<file path="config.mk">
export PLATFORM = sky130hd
export DESIGN_NAME = spi_master_arbiter
export DESIGN_NICKNAME = d
export VERILOG_FILES = /design/src/rtl/spi_master_arbiter.sv
export SDC_FILE = /design/constraint.sdc
export NUM_CORES = 1
export LEC_CHECK = 0
export CAP_MARGIN = 20
export CORE_ASPECT_RATIO = 0.7
export CORE_MARGIN = 2
export CORE_UTILIZATION = 50
export DETAILED_ROUTE_END_ITERATION = 8
export PLACE_DENSITY = 0.82
export SLEW_MARGIN = 5
export SYNTH_ARGS = -nofsm -noshare
export SYNTH_HDL_FRONTEND = slang
export SYNTH_SLANG_ARGS = --single-unit
</file>
<file path="constraint.sdc">
create_clock -name clk -period 5.22 [get_ports clk]
set_input_delay 0.522 -clock clk [delete_from_list [all_inputs] [get_ports clk]]
set_output_delay 0.522 -clock clk [all_outputs]
set_load 0.05 [all_outputs]
</file>
<file path="src/rtl/spi_master_arbiter.sv">
// rtl/spi_master_arbiter.sv - round-robin arbitrated SPI master (CPOL=0, CPHA=0) shared by NUM_REQ requesters
//
// Ports:
//   clk      system clock, rising edge
//   rst_n    asynchronous active-low reset
//   req      per-requester level request, held until done
//   tx_data  byte for requester i at bits [8i+7:8i], captured at grant
//   grant    registered one-hot owner of the transfer in progress
//   done     one-cycle pulse when the owner's byte exchange is complete
//   rx_data  byte received on miso, updated with done and held until the next done
//   busy     high whenever the controller is not idle
//   sclk     SPI clock, idles low
//   ss_n     active-low slave selects, ss_n[i] belongs to requester i
//   mosi     serial data out, MSB first
//   miso     serial data in, MSB first
module spi_master_arbiter #(
    parameter int NUM_REQ = 4,
    parameter int CLK_DIV = 4
) (
    input  logic                   clk,
    input  logic                   rst_n,
    input  logic [NUM_REQ-1:0]     req,
    input  logic [8*NUM_REQ-1:0]   tx_data,
    output logic [NUM_REQ-1:0]     grant,
    output logic                   done,
    output logic [7:0]             rx_data,
    output logic                   busy,
    output logic                   sclk,
    output logic [NUM_REQ-1:0]     ss_n,
    output logic                   mosi,
    input  logic                   miso
);

    localparam int PW = (NUM_REQ > 1) ? $clog2(NUM_REQ) : 1;
    localparam int IW = PW + 1;
    localparam int DW = $clog2(CLK_DIV);
    localparam logic [DW-1:0] DIV_LAST = DW'(CLK_DIV - 1);
    localparam logic [PW-1:0] PTR_LAST = PW'(NUM_REQ - 1);

    typedef enum logic [2:0] {S_IDLE, S_SETUP, S_XFER, S_HOLD, S_GAP} state_t;

    state_t             r_state;
    state_t             w_next_state;

    logic [DW-1:0]      r_div_cnt;
    logic [2:0]         r_bit_cnt;
    logic [PW-1:0]      r_rr_ptr;
    logic [PW-1:0]      r_winner;
    logic [6:0]         r_tx_sh;
    logic [7:0]         r_rx_sh;
    logic [7:0]         r_rx_data;
    logic [NUM_REQ-1:0] r_grant;
    logic [NUM_REQ-1:0] r_ss_n;
    logic               r_sclk;
    logic               r_mosi;
    logic               r_done;

    logic [PW-1:0]      w_winner;
    logic [IW-1:0]      w_idx;
    logic [7:0]         w_tx_sel;
    logic               w_start;
    logic               w_div_last;
    logic               w_rise;
    logic               w_fall;
    logic               w_last_bit;

    // Round-robin search: scan offsets from the highest down so that the
    // requester closest above r_rr_ptr (with wrap) is the last one written.
    always_comb begin
        w_winner = '0;
        w_idx    = '0;
        for (int k = NUM_REQ - 1; k >= 0; k--) begin
            w_idx = {1'b0, r_rr_ptr} + IW'(k);
            if (w_idx >= IW'(NUM_REQ)) begin
                w_idx = w_idx - IW'(NUM_REQ);
            end
            if (req[w_idx[PW-1:0]]) begin
                w_winner = w_idx[PW-1:0];
            end
        end
    end

    assign w_tx_sel   = tx_data[{w_winner, 3'b000} +: 8];
    assign w_start    = (r_state == S_IDLE) && (|req);
    assign w_div_last = (r_div_cnt == DIV_LAST);
    assign w_rise     = (r_state == S_XFER) && w_div_last && !r_sclk;
    assign w_fall     = (r_state == S_XFER) && w_div_last && r_sclk;
    assign w_last_bit = (r_bit_cnt == 3'd7);

    always_ff @(posedge clk or negedge rst_n) begin
        if (!rst_n) begin
            r_state <= S_IDLE;
        end else begin
            r_state <= w_next_state;
        end
    end

    always_comb begin
        w_next_state = r_state;
        case (r_state)
            S_IDLE:  if (|req)                  w_next_state = S_SETUP;
            S_SETUP: if (w_div_last)            w_next_state = S_XFER;
            S_XFER:  if (w_fall && w_last_bit)  w_next_state = S_HOLD;
            S_HOLD:  if (w_div_last)            w_next_state = S_GAP;
            S_GAP:   if (w_div_last)            w_next_state = S_IDLE;
            default:                            w_next_state = S_IDLE;
        endcase
    end

    // Half-period counter restarts on every state entry and at the end of
    // each sclk phase; the bit counter advances on each falling sclk edge.
    always_ff @(posedge clk or negedge rst_n) begin
        if (!rst_n) begin
            r_div_cnt <= '0;
            r_bit_cnt <= '0;
        end else begin
            if ((r_state == S_IDLE) || (w_next_state != r_state) || w_div_last) begin
                r_div_cnt <= '0;
            end else begin
                r_div_cnt <= r_div_cnt + 1'b1;
            end
            if (w_next_state != r_state) begin
                r_bit_cnt <= '0;
            end else if (w_fall) begin
                r_bit_cnt <= r_bit_cnt + 3'd1;
            end
        end
    end

    always_ff @(posedge clk or negedge rst_n) begin
        if (!rst_n) begin
            r_rr_ptr  <= '0;
            r_winner  <= '0;
            r_tx_sh   <= '0;
            r_rx_sh   <= '0;
            r_rx_data <= '0;
            r_grant   <= '0;
            r_ss_n    <= '1;
            r_sclk    <= 1'b0;
            r_mosi    <= 1'b0;
            r_done    <= 1'b0;
        end else begin
            r_done <= 1'b0;
            if (w_start) begin
                // MSB goes straight onto mosi; the remaining 7 bits are kept
                // so later tx_data changes cannot disturb this transfer.
                r_winner <= w_winner;
                r_grant  <= NUM_REQ'(1) << w_winner;
                r_ss_n   <= ~(NUM_REQ'(1) << w_winner);
                r_mosi   <= w_tx_sel[7];
                r_tx_sh  <= w_tx_sel[6:0];
            end
            if (w_rise) begin
                r_sclk  <= 1'b1;
                r_rx_sh <= {r_rx_sh[6:0], miso};
            end
            if (w_fall) begin
                r_sclk <= 1'b0;
                if (!w_last_bit) begin
                    r_mosi  <= r_tx_sh[6];
                    r_tx_sh <= {r_tx_sh[5:0], 1'b0};
                end
            end
            if ((r_state == S_HOLD) && w_div_last) begin
                r_ss_n    <= '1;
                r_grant   <= '0;
                r_mosi    <= 1'b0;
                r_rx_data <= r_rx_sh;
                r_done    <= 1'b1;
                r_rr_ptr  <= (r_winner == PTR_LAST) ? '0 : r_winner + 1'b1;
            end
        end
    end

    assign grant   = r_grant;
    assign done    = r_done;
    assign rx_data = r_rx_data;
    assign busy    = (r_state != S_IDLE);
    assign sclk    = r_sclk;
    assign ss_n    = r_ss_n;
    assign mosi    = r_mosi;

endmodule

</file>
### After elaboration in Yosys (flattened, before gate mapping)

Cells that the tools add are included.

* bits in registers: 46
* latch bits: 0
* memory bits (writable): 0
* bits in read-only memories: 0
* input bits: 39
* output and inout bits: 20
* word-level logic and storage cells: 97
* memories kept: 0

* $add $sub $neg: 10
* multipliers: 0
* div/mod/pow operators: 0
* magnitude comparators: 8
* equality and inequality tests: 8
* shifts and indexed selects: 2
* multiplexer cells: 40
* bitwise operators: 1
* reductions and logical operators: 15

Operators by type and width (count)
* variable part select 32 x 6 -> 8 bit: 1
* two-way mux 3 bit: 7
* two-way mux 7 bit: 3
* two-way mux 2 bit: 10
* two-way mux 4 bit: 4
* one-hot mux 3 bit (5 select lines): 1
* less-than comparator 2 x 3 -> 1 bit, second input constant: 4
* two-way mux 1 bit: 11
* >= comparator 3 bit, second input constant: 3
* binary-select mux 1 bit (select 2 bit): 4
* subtractor 2 x 1 -> 2 bit, second input constant: 4
* adder 2 x 2 -> 3 bit, second input constant: 2
* == test 3 x 2 -> 1 bit, second input constant: 2
* == test 3 bit, second input constant: 2
* logical AND 1 bit: 6
* nonzero test 2 bit: 3
* adder 2 x 1 -> 2 bit, second input constant: 2
* == test 2 bit, second input constant: 2
* NOT 4 bit: 1
* OR reduction 4 bit: 1
* left shift 1 x 2 -> 4 bit, first input constant: 1
* adder 2 x 1 -> 3 bit, second input constant: 1
* adder 3 x 1 -> 3 bit, second input constant: 1
* == test 3 x 1 -> 1 bit, second input constant: 1
* other kinds (6): 7

### Longest topological paths before layout

Gate-level depths: netlist of run 1.

* word-level depth: 14
* mapped depth: 8
* gate-level depth less buffers: 7

### Worst setup path before layout of run 1

No wires, ideal clock.

* path type: in2reg
* from: in req[2]
* to: reg r_tx_sh[2]
* setup time: 0.065 ns
* arrival: 1.667 ns
* data required time: 5.155 ns
* setup slack: 3.488 ns
* stages on the path: 6
* buffers on the path: 1
* path through: nor2b_1 -> a221o_1 -> buf_4 -> mux2i_1 -> o21ai_0 -> o221a_2

* cells in the longest elaborated chain, start to end: 10
* elaborated cells on any way between the ends: 18
* classes of those cells: 1 x shift; 15 x mux; 2 x reduce/logical

RTL lines
* from (decl): line 22 `input logic [NUM_REQ-1:0] req,`
* binary-select mux 1 bit (select 2 bit): line 77 `if (req[w_idx[PW-1:0]]) begin`
* two-way mux 1 bit (implied by the code): line 77
* two-way mux 2 bit (4 in a row): line 77
* variable part select 32 x 6 -> 8 bit: line 83 `assign w_tx_sel = tx_data[{w_winner, 3'b000} +: 8];`
* two-way mux 7 bit *: line 144 `if (w_start) begin`
* two-way mux 7 bit: line 159 `if (!w_last_bit) begin`
* two-way mux 7 bit *: line 157 `if (w_fall) begin`
* to (signal assigned): line 151 `r_tx_sh <= w_tx_sel[6:0];`
* to (signal assigned): line 161 `r_tx_sh <= {r_tx_sh[5:0], 1'b0};`
* to (decl): line 49 `logic [6:0] r_tx_sh;`

Mark *: on every way between the ends. The rest lies on a longest branch, timed or not. The select of a mux whose other input is x is not followed.
A chain may end at the register's enable or synchronous reset.

### Final worst setup path of run 1

* from: reg r_state[1]
* to: out busy

* cells in the longest elaborated chain, start to end: 1

RTL lines
* from (decl): line 42 `state_t r_state;`
* from (signal assigned): line 94 `r_state <= w_next_state;`
* nonzero test 3 bit: line 178 `assign busy = (r_state != S_IDLE);`
* to (decl): line 27 `output logic busy,`

No other way between the ends.

==> results of run 1 <==
## layout make-up
| cell class | count | share of cell area [%] |
|---|---|---|
| Tap cell | 55 | 2.34 |
| Sequential cell | 46 | 39.3 |
| Clock inverter | 2 | 0.468 |
| Clock buffer | 6 | 2.47 |
| Timing Repair Buffer | 59 | 20.3 |
| Multi-Input combinational cell | 158 | 34.6 |
| Inverter | 4 | 0.511 |
## report_power, final
part           switching [mW]  internal [mW]  total [mW]
clock network           0.120         0.0946       0.215
logic                  0.0238         0.0355      0.0592
registers             0.00189          0.359       0.360
## critical path: cells and delay by family (launching register included)
| family | cells | cell delay [ns] |
|---|---|---|
| buffers and inverters | 1 | 0.71 |
| DFF | 1 | 0.49 |
| and+or+nand+nor | 1 | 0.43 |
## state kept, by name, summed over array words and instances (netlist names), 2 cells and up
register   count
ss_n           4
r_bit_cnt      3
r_winner       2
r_state        3
grant          4
r_tx_sh        7
r_rr_ptr       2
r_rx_sh        8
r_div_cnt      2
rx_data        8
## layer usage
layer / up-vias / part of all wire, % / GRT usage [%]
li1: 887 / - / -
met1: 881 / 47 / 28.7
met2: 50 / 47 / 35.1
met3: 0 / 6.2 / 7.60
met4: 0 / 0 / 3.23
met5: - / 0 / 0
## synthesized netlist by cell type (2+ instances only)
| cell type | number | area (sq um) |
|---|---|---|
| a21o_1 | 2 | 15.0 |
| mux2_2 | 9 | 101 |
| a221oi_1 | 5 | 43.8 |
| a31oi_1 | 2 | 12.5 |
| o221a_2 | 6 | 67.6 |
| nand2_1 | 44 | 165 |
| xor2_1 | 2 | 17.5 |
| mux2i_1 | 14 | 140 |
| nor3_1 | 2 | 10.0 |
| inv_1 | 4 | 15.0 |
| ha_1 | 4 | 50.1 |
| nand3_1 | 2 | 10.0 |
| clkbuf_1 | 8 | 30.0 |
| a21oi_1 | 6 | 30.0 |
| o31ai_1 | 2 | 15.0 |
| nor2_1 | 16 | 60.1 |
| and2_1 | 2 | 12.5 |
| dfstp_2 | 4 | 105 |
| nand2b_1 | 4 | 25.0 |
| o21ai_0 | 15 | 75.1 |
| dfrtp_1 | 42 | 1050 |
| or3_1 | 2 | 12.5 |
## placed cells by master (no fill, tap or decap), drive strengths merged, types with 4 or more instances in the layout
master,Yosys,routed
nand2b,4,4
mux2i,14,14
clkdlybuf4s50,0,57
ha,4,4
a221oi,5,5
a21oi,6,6
mux2,9,9
nor2,17,17
o21ai,16,16
nand2,44,44
o221a,6,6
clkbuf,8,6
dfrtp,42,42
inv,4,4
dfstp,4,4
## worst max path at each step
| stage | from | end | slack [ns] | depth (start not counted) |
|---|---|---|---|---|
| CTS | r_state[1] | busy | 2.76 | 2 |
| finish | r_state[1] | busy | 2.76 | 2 |
| global route | req[3] | r_tx_sh[1] | 2.60 | 7 |
| detailed placement | req[3] | r_tx_sh[1] | 2.59 | 7 |
| floorplan | req[2] | r_tx_sh[2] | 3.49 | 6 |
| global placement | req[0] | mosi | 2.69 | 6 |
## per-stage QoR
step	instances	setup WS, ns	hold WS [ns]	cell area (sq um)
floorplan	220	3.49	0.226	2250
global placement	321	2.69	0.431	2830
detailed placement	321	2.59	0.443	2830
CTS	329	2.76	0.406	2920
global route	330	2.60	0.0787	2940
finish	330	2.76	0.0797	2940
## cells by family (layout without fill, tap and decap cells)
logic type | Yosys count | count (layout) | synth area share [%]
AOI/OAI and AO/OA | 48 | 48 | 15.2
xor gates and xnor gates | 3 | 3 | 1.17
adders and majority gates | 4 | 4 | 2.23
buffers and inverters | 16 | 71 | 3.23
DFF | 46 | 46 | 51.4
muxes | 23 | 23 | 10.7
and+or+nand+nor | 80 | 80 | 16.0
==> key figures, run 1 <==
Outcome
  • Status: completed

Global route
  • GRT Total Usage: 21.5%
  • Initial antenna violation count: 0
  • Pin count of the biggest net entering global routing: 47
  • First-pass GRT wire length: 8550 microns
  • Vias in the first global route: 1839
  • GRT overflow: 0

Critical path
  • Slowest-stage cell, CP: clkdlybuf4s50_1
  • Worst path cell trace: or3_1, clkdlybuf4s50_1
  • CP startpoint kind: flip-flop
  • CP required: 4.70 ns
  • CP arrival: 1.93 ns
  • R2r setup slk: between 2 and 3 ns
  • FF-to-FF Start: r_div_cnt[0]
  • Max incr delay on CP: 0.71 ns
  • Max Fanout on Critical Path: 9
  • R2R Path End: rx_data[2]
  • Worst Setup End Kind: output pin
  • R2R depth: 5
  • Critical path class: reg -> out

Run
  • Max Cap Viol: 0

Detailed routing
  • Avg WL per Cell: about 15 microns
  • Post-route ant nets: 0
  • Initial DRC Count: 42
  • Post-Route WL: 5060 microns
  • 1st-pass router iterations: 4
  • Via-to-Cell Ratio: about 5.5
  • Routed via count: 1818
  • DRC Markers: 0

Synthesis
  • Syn nets: 263
  • FF+latch count, synth: 46
  • Yosys warns: 0
  • Ys async rst share: 100%
  • Sequential share of the synthesized area: 51.4%
  • Number of flops mapped to enable cells by yosys: 0
  • Top FF cell, synth: dfrtp_1
  • Post-synthesis cell area: 2250 sq um
  • Syn_area_per_cell: a little over 10 sq um
  • Yosys cell types: 45
  • Syn Inst Count: 220

Clock tree
  • Sink Count: 46
  • Hold Buf Count CTS: 0
  • Clk_lat worst skew: 0.30 ns
  • TritonCTS buffer count: 5
  • CTS root buf: clkbuf_8
  • # resized after CTS: 0
  • Post CTS Setup Buffer Count: 0
  • H-tree depth: 2
  • Clock Pin Slew Worst Setup and Hold Paths: ~0.090 ns
  • CTS tree: built
  • CTS Buffer Depth: 2

STA
  • Max Slew Vio Count: 0
  • Max Freq: 0.407 GHz
  • Slew @ Worst Pin: 0.852 ns
  • Setup Skew: 0.00715 ns
  • Slew Limit Headroom: 42.9%
  • Setup_tns: 0 ns
  • Final setup fails: 0
  • Tcrit/Tclk final: a little under half
  • RSZ-0062 raised after global routing: no
  • Crit path time final: 2.46 ns
  • Final Hold Vio Count: 0

Final layout
  • Ant. Diodes: 0
  • Core Util, Final: 67.9%
  • Ratio of cells with drive above 1 in the final layout: 11.3%
  • Multi-input gate area: 1020 sq um
  • Fillers: about 340
  • Syn-to-layout area delta: 30.8%
  • Sequential Area: approximately 1200 sq um
  • Layout Nets: 317

Pwr
  • Pwr Total: between 600 and 700 uW
  • Worst vdd ir: 0.000159 V
  • P per Cell Area: 216 nW/um^2
  • Static leakage: 1.31 nW

Die
  • Full die area: 5060 sq um
  • IO Count: 59
  • DIE WIDTH: 84.1 microns
  • Row count: 20
  • Vert. Die Dim: 60.1 microns
  • Initial Utilization: between 50% and 60%
  • Core ar.: 4330 sq um

Placement
  • Gpl congestion: 0.819
  • PortBufs: 58
  • Dpl hpwl: ~3700 microns

Hold path
  • HP Class: in -> async
No activity file was read; power rests on OpenSTA's default activity.
==> run 2: changes to the inputs <==
Settings changed: CORE_UTILIZATION 50 to 44, PLACE_DENSITY 0.82 to 0.76.
Clock period 5.22 ns to 2.1 ns, I/O delays scaled along.
==> run 2 against run 1 <==
  * The run now ends with hold timing left
  * Clock power grew to 2.6 times the previous value
  * Worst hold slack lost 0.093 ns
  * Global-route usage shrank 2.2 points
  * Clock-buffer cell count grew 1
  * Core utilization shrank 5.5 points
  * Die area grew 13%
  * Final cell count grew 7.3%
  * Non-clock buffer count grew 10
  * Clock skew is essentially flat
  * First-iteration DRC count grew 17%
  * Flip-flop and latch count is the same
  * Critical path depth grew 5
  * Largest power group unchanged
==> key figures, run 2 (synthesized netlist as in run 1, its figures left out) <==
Critical path
  • Worst path cell trace: clkdlybuf4s50_1, and3b_1, o21ai_2, and2_1, mux2i_1, or3_1, a31oi_1 (was or3_1, clkdlybuf4s50_1)
  • Max Fanout on Critical Path: 7 (was 9)
  • CP Launch Point: req[3] (was r_state[1])
  • CP startpoint kind: input port (was flip-flop)
  • WP buf/inv: 1 (unchanged)
  • Cell family with most CP delay: simple AND/OR/NAND/NOR gates (was buffers and inverters)
  • Critical path class: in -> reg (was reg -> out)
  • R2R depth: 6 (was 5)
  • CP arrival: 2.18 ns (was 1.93 ns)
  • Slowest-stage cell, CP: clkdlybuf4s50_1 (unchanged)
  • Max incr delay on CP: 0.58 ns (was 0.71 ns)
  • CP required: 2.31 ns (was 4.70 ns)
  • FF-to-FF Start: r_rr_ptr[1] (was r_div_cnt[0])
  • Worst Setup End Kind: flip-flop (was output pin)
  • Worst path depth: 7 (was 2)

Clock tree
  • TritonCTS buffer count: 5 (unchanged)
  • CTS tree: built (unchanged)
  • Clk_lat worst skew: 0.29 ns (was 0.30 ns)
  • CTS Buffer Depth: 2 (unchanged)
  • Clock Pin Slew Worst Setup and Hold Paths: 0.08 ns (was 0.09 ns)
  • Sink Count: 46 (unchanged)
  • H-tree depth: 2 (unchanged)
  • Post CTS Setup Buffer Count: 0 (unchanged)
  • # resized after CTS: 0 (unchanged)
  • CTS root buf: clkbuf_8 (unchanged)
  • Hold Buf Count CTS: 0 (unchanged)

Placement
  • PortBufs: 58 (unchanged)
  • Placement Setup Slack: -0.150 ns (was 2.59 ns)
  • Dpl hpwl: 3770 microns (was 3680 microns)
  • Gpl congestion: 0.803 (was 0.819)

Final layout
  • Most frequent cells in the layout: clkdlybuf4s50_1, nand2_1, dfrtp_1, nor2_1, o21ai_0 (unchanged)
  • Fillers: 410 (was 342)
  • Core Util, Final: 62.4% (was 67.9%)
  • Commonest non-fill, non-tap cell in the layout: clkdlybuf4s50_1 (unchanged)
  • Multi-input gate area: 1020 sq um (unchanged)
  • Ratio of cells with drive above 1 in the final layout: 14.7% (was 11.3%)
  • Sequential Area: 1160 sq um (unchanged)
  • Layout Nets: 327 (was 317)
  • Syn-to-layout area delta: 35.1% (was 30.8%)
  • Ant. Diodes: 0 (unchanged)

STA
  • Worst hold margin: -0.0135 ns (was 0.0797 ns)
  • Setup Skew: 0.00749 ns (was 0.00715 ns)
  • Max Slew Vio Count: 0 (unchanged)
  • Slew @ Worst Pin: 0.661 ns (was 0.852 ns)
  • RSZ-0062 raised after global routing: no (unchanged)
  • Slew Limit Headroom: 55.4% (was 42.9%)
  • Final Hold Vio Count: 13 (was 0)
  • Setup_tns: 0 ns (unchanged)
  • Crit path time final: 1.97 ns
  • Max Freq: 0.506 GHz
  • Slack of the critical path: 0.125 ns (was 2.76 ns)
  • Final setup fails: 0 (unchanged)
  • Tcrit/Tclk final: around 94%

Hold path
  • HP Class: in -> async (unchanged)

Global route
  • GRT Total Usage: 19.3% (was 21.5%)
  • Vias in the first global route: 1829 (was 1839)
  • GRT overflow: 0 (unchanged)
  • Pin count of the biggest net entering global routing: 47 (unchanged)
  • First-pass GRT wire length: 8540 microns (was 8550 microns)
  • Initial antenna violation count: 0 (unchanged)

Die
  • DIE WIDTH: 89.4 microns (was 84.1 microns)
  • Full die area: 5700 sq um (was 5060 sq um)
  • IO Count: 59 (unchanged)
  • Row count: 21 (was 20)
  • Initial Utilization: 46.2% (was 51.9%)
  • Core ar.: 4860 sq um (was 4330 sq um)
  • Vert. Die Dim: 63.8 microns (was 60.1 microns)

Pwr
  • P per Cell Area: 525 nW/um^2 (was 216 nW/um^2)
  • Worst vdd ir: 0.000356 V (was 0.000159 V)
  • Static leakage: 1.37 nW (was 1.31 nW)

Detailed routing
  • DRC Markers: 0 (unchanged)
  • 1st-pass router iterations: 4 (unchanged)
  • Post-Route WL: 5110 microns (was 5060 microns)
  • Routed via count: 1881 (was 1818)
  • Via-to-Cell Ratio: 5.31 (was 5.51)
  • Post-route ant nets: 0 (unchanged)
  • Initial DRC Count: 49 (was 42)
  • Avg WL per Cell: 14.4 microns (was 15.3 microns)

Run
  • Max Cap Viol: 0 (unchanged)

Outcome
  • Failing checks: hold timing
  • Status: complete, but fails checks (was completed)
[run 2: cell types whose count changed in the layout (fill, tap and decap cells not counted)]
cell	delta
buf_4	+11
clkbuf_8	+1
clkdlybuf4s50_1	-1
clkinv_4	-1
[run 2: worst register-to-register path, cell delays in order (launching register included)]
cell and delay, ns:
dfrtp_1 0.48, nand2b_1 0.18, a21oi_1 0.15, a221o_1 0.47, mux2i_1 0.30, o21ai_0 0.12
o221a_2 0.15
[run 2: stage by stage]
| step | total power, mW | cell area [sq um] | std cells |
|---|---|---|---|
| global route | 1.66 | 3040 | 354 |
| floorplan | 0.958 | 2250 | 220 |
| detailed placement | 1.06 | 2940 | 346 |
| CTS | 1.61 | 3040 | 354 |
| global placement | 1.06 | 2940 | 346 |
| finish | 1.59 | 3040 | 354 |
[run 2: metal layers]
| metal | wire, microns | global-route usage (%) |
|---|---|---|
| met5 | 0 | 0 |
| met4 | 14 | 4.66 |
| met3 | 361 | 4.91 |
| met2 | 2280 | 28.9 |
| met1 | 2450 | 28.2 |
[run 2: final timing paths]
| check | to | slack [ns] |
|---|---|---|
| max | mosi | 0.13 |
| min | r_tx_sh[0] | -0.01 |
| max reg2reg | r_tx_sh[2] | 0.13 |
| min reg2reg | r_div_cnt[0] | 0.44 |
| max in group asynchronous | r_tx_sh[2] | 1.72 |
| min in group clk | r_div_cnt[0] | 0.44 |
[run 2: where the power goes]
group | total, mW | internal [mW] | switching (mW)
sequential | 0.895 | 0.891 | 0.00433
combinational | 0.150 | 0.0894 | 0.0609
clock | 0.549 | 0.266 | 0.283
total | 1.59 | 1.25 | 0.349
[run 2: layout make-up]
class                      instances  share of cell area [%]
sequential                        46                    38.1
multi-input combinational        158                    33.6
timing repair buffer              69                    22.0
clock buffer                       7                    2.84
tap                               69                    2.84
inverter                           4                   0.495
clock inverter                     1                   0.165
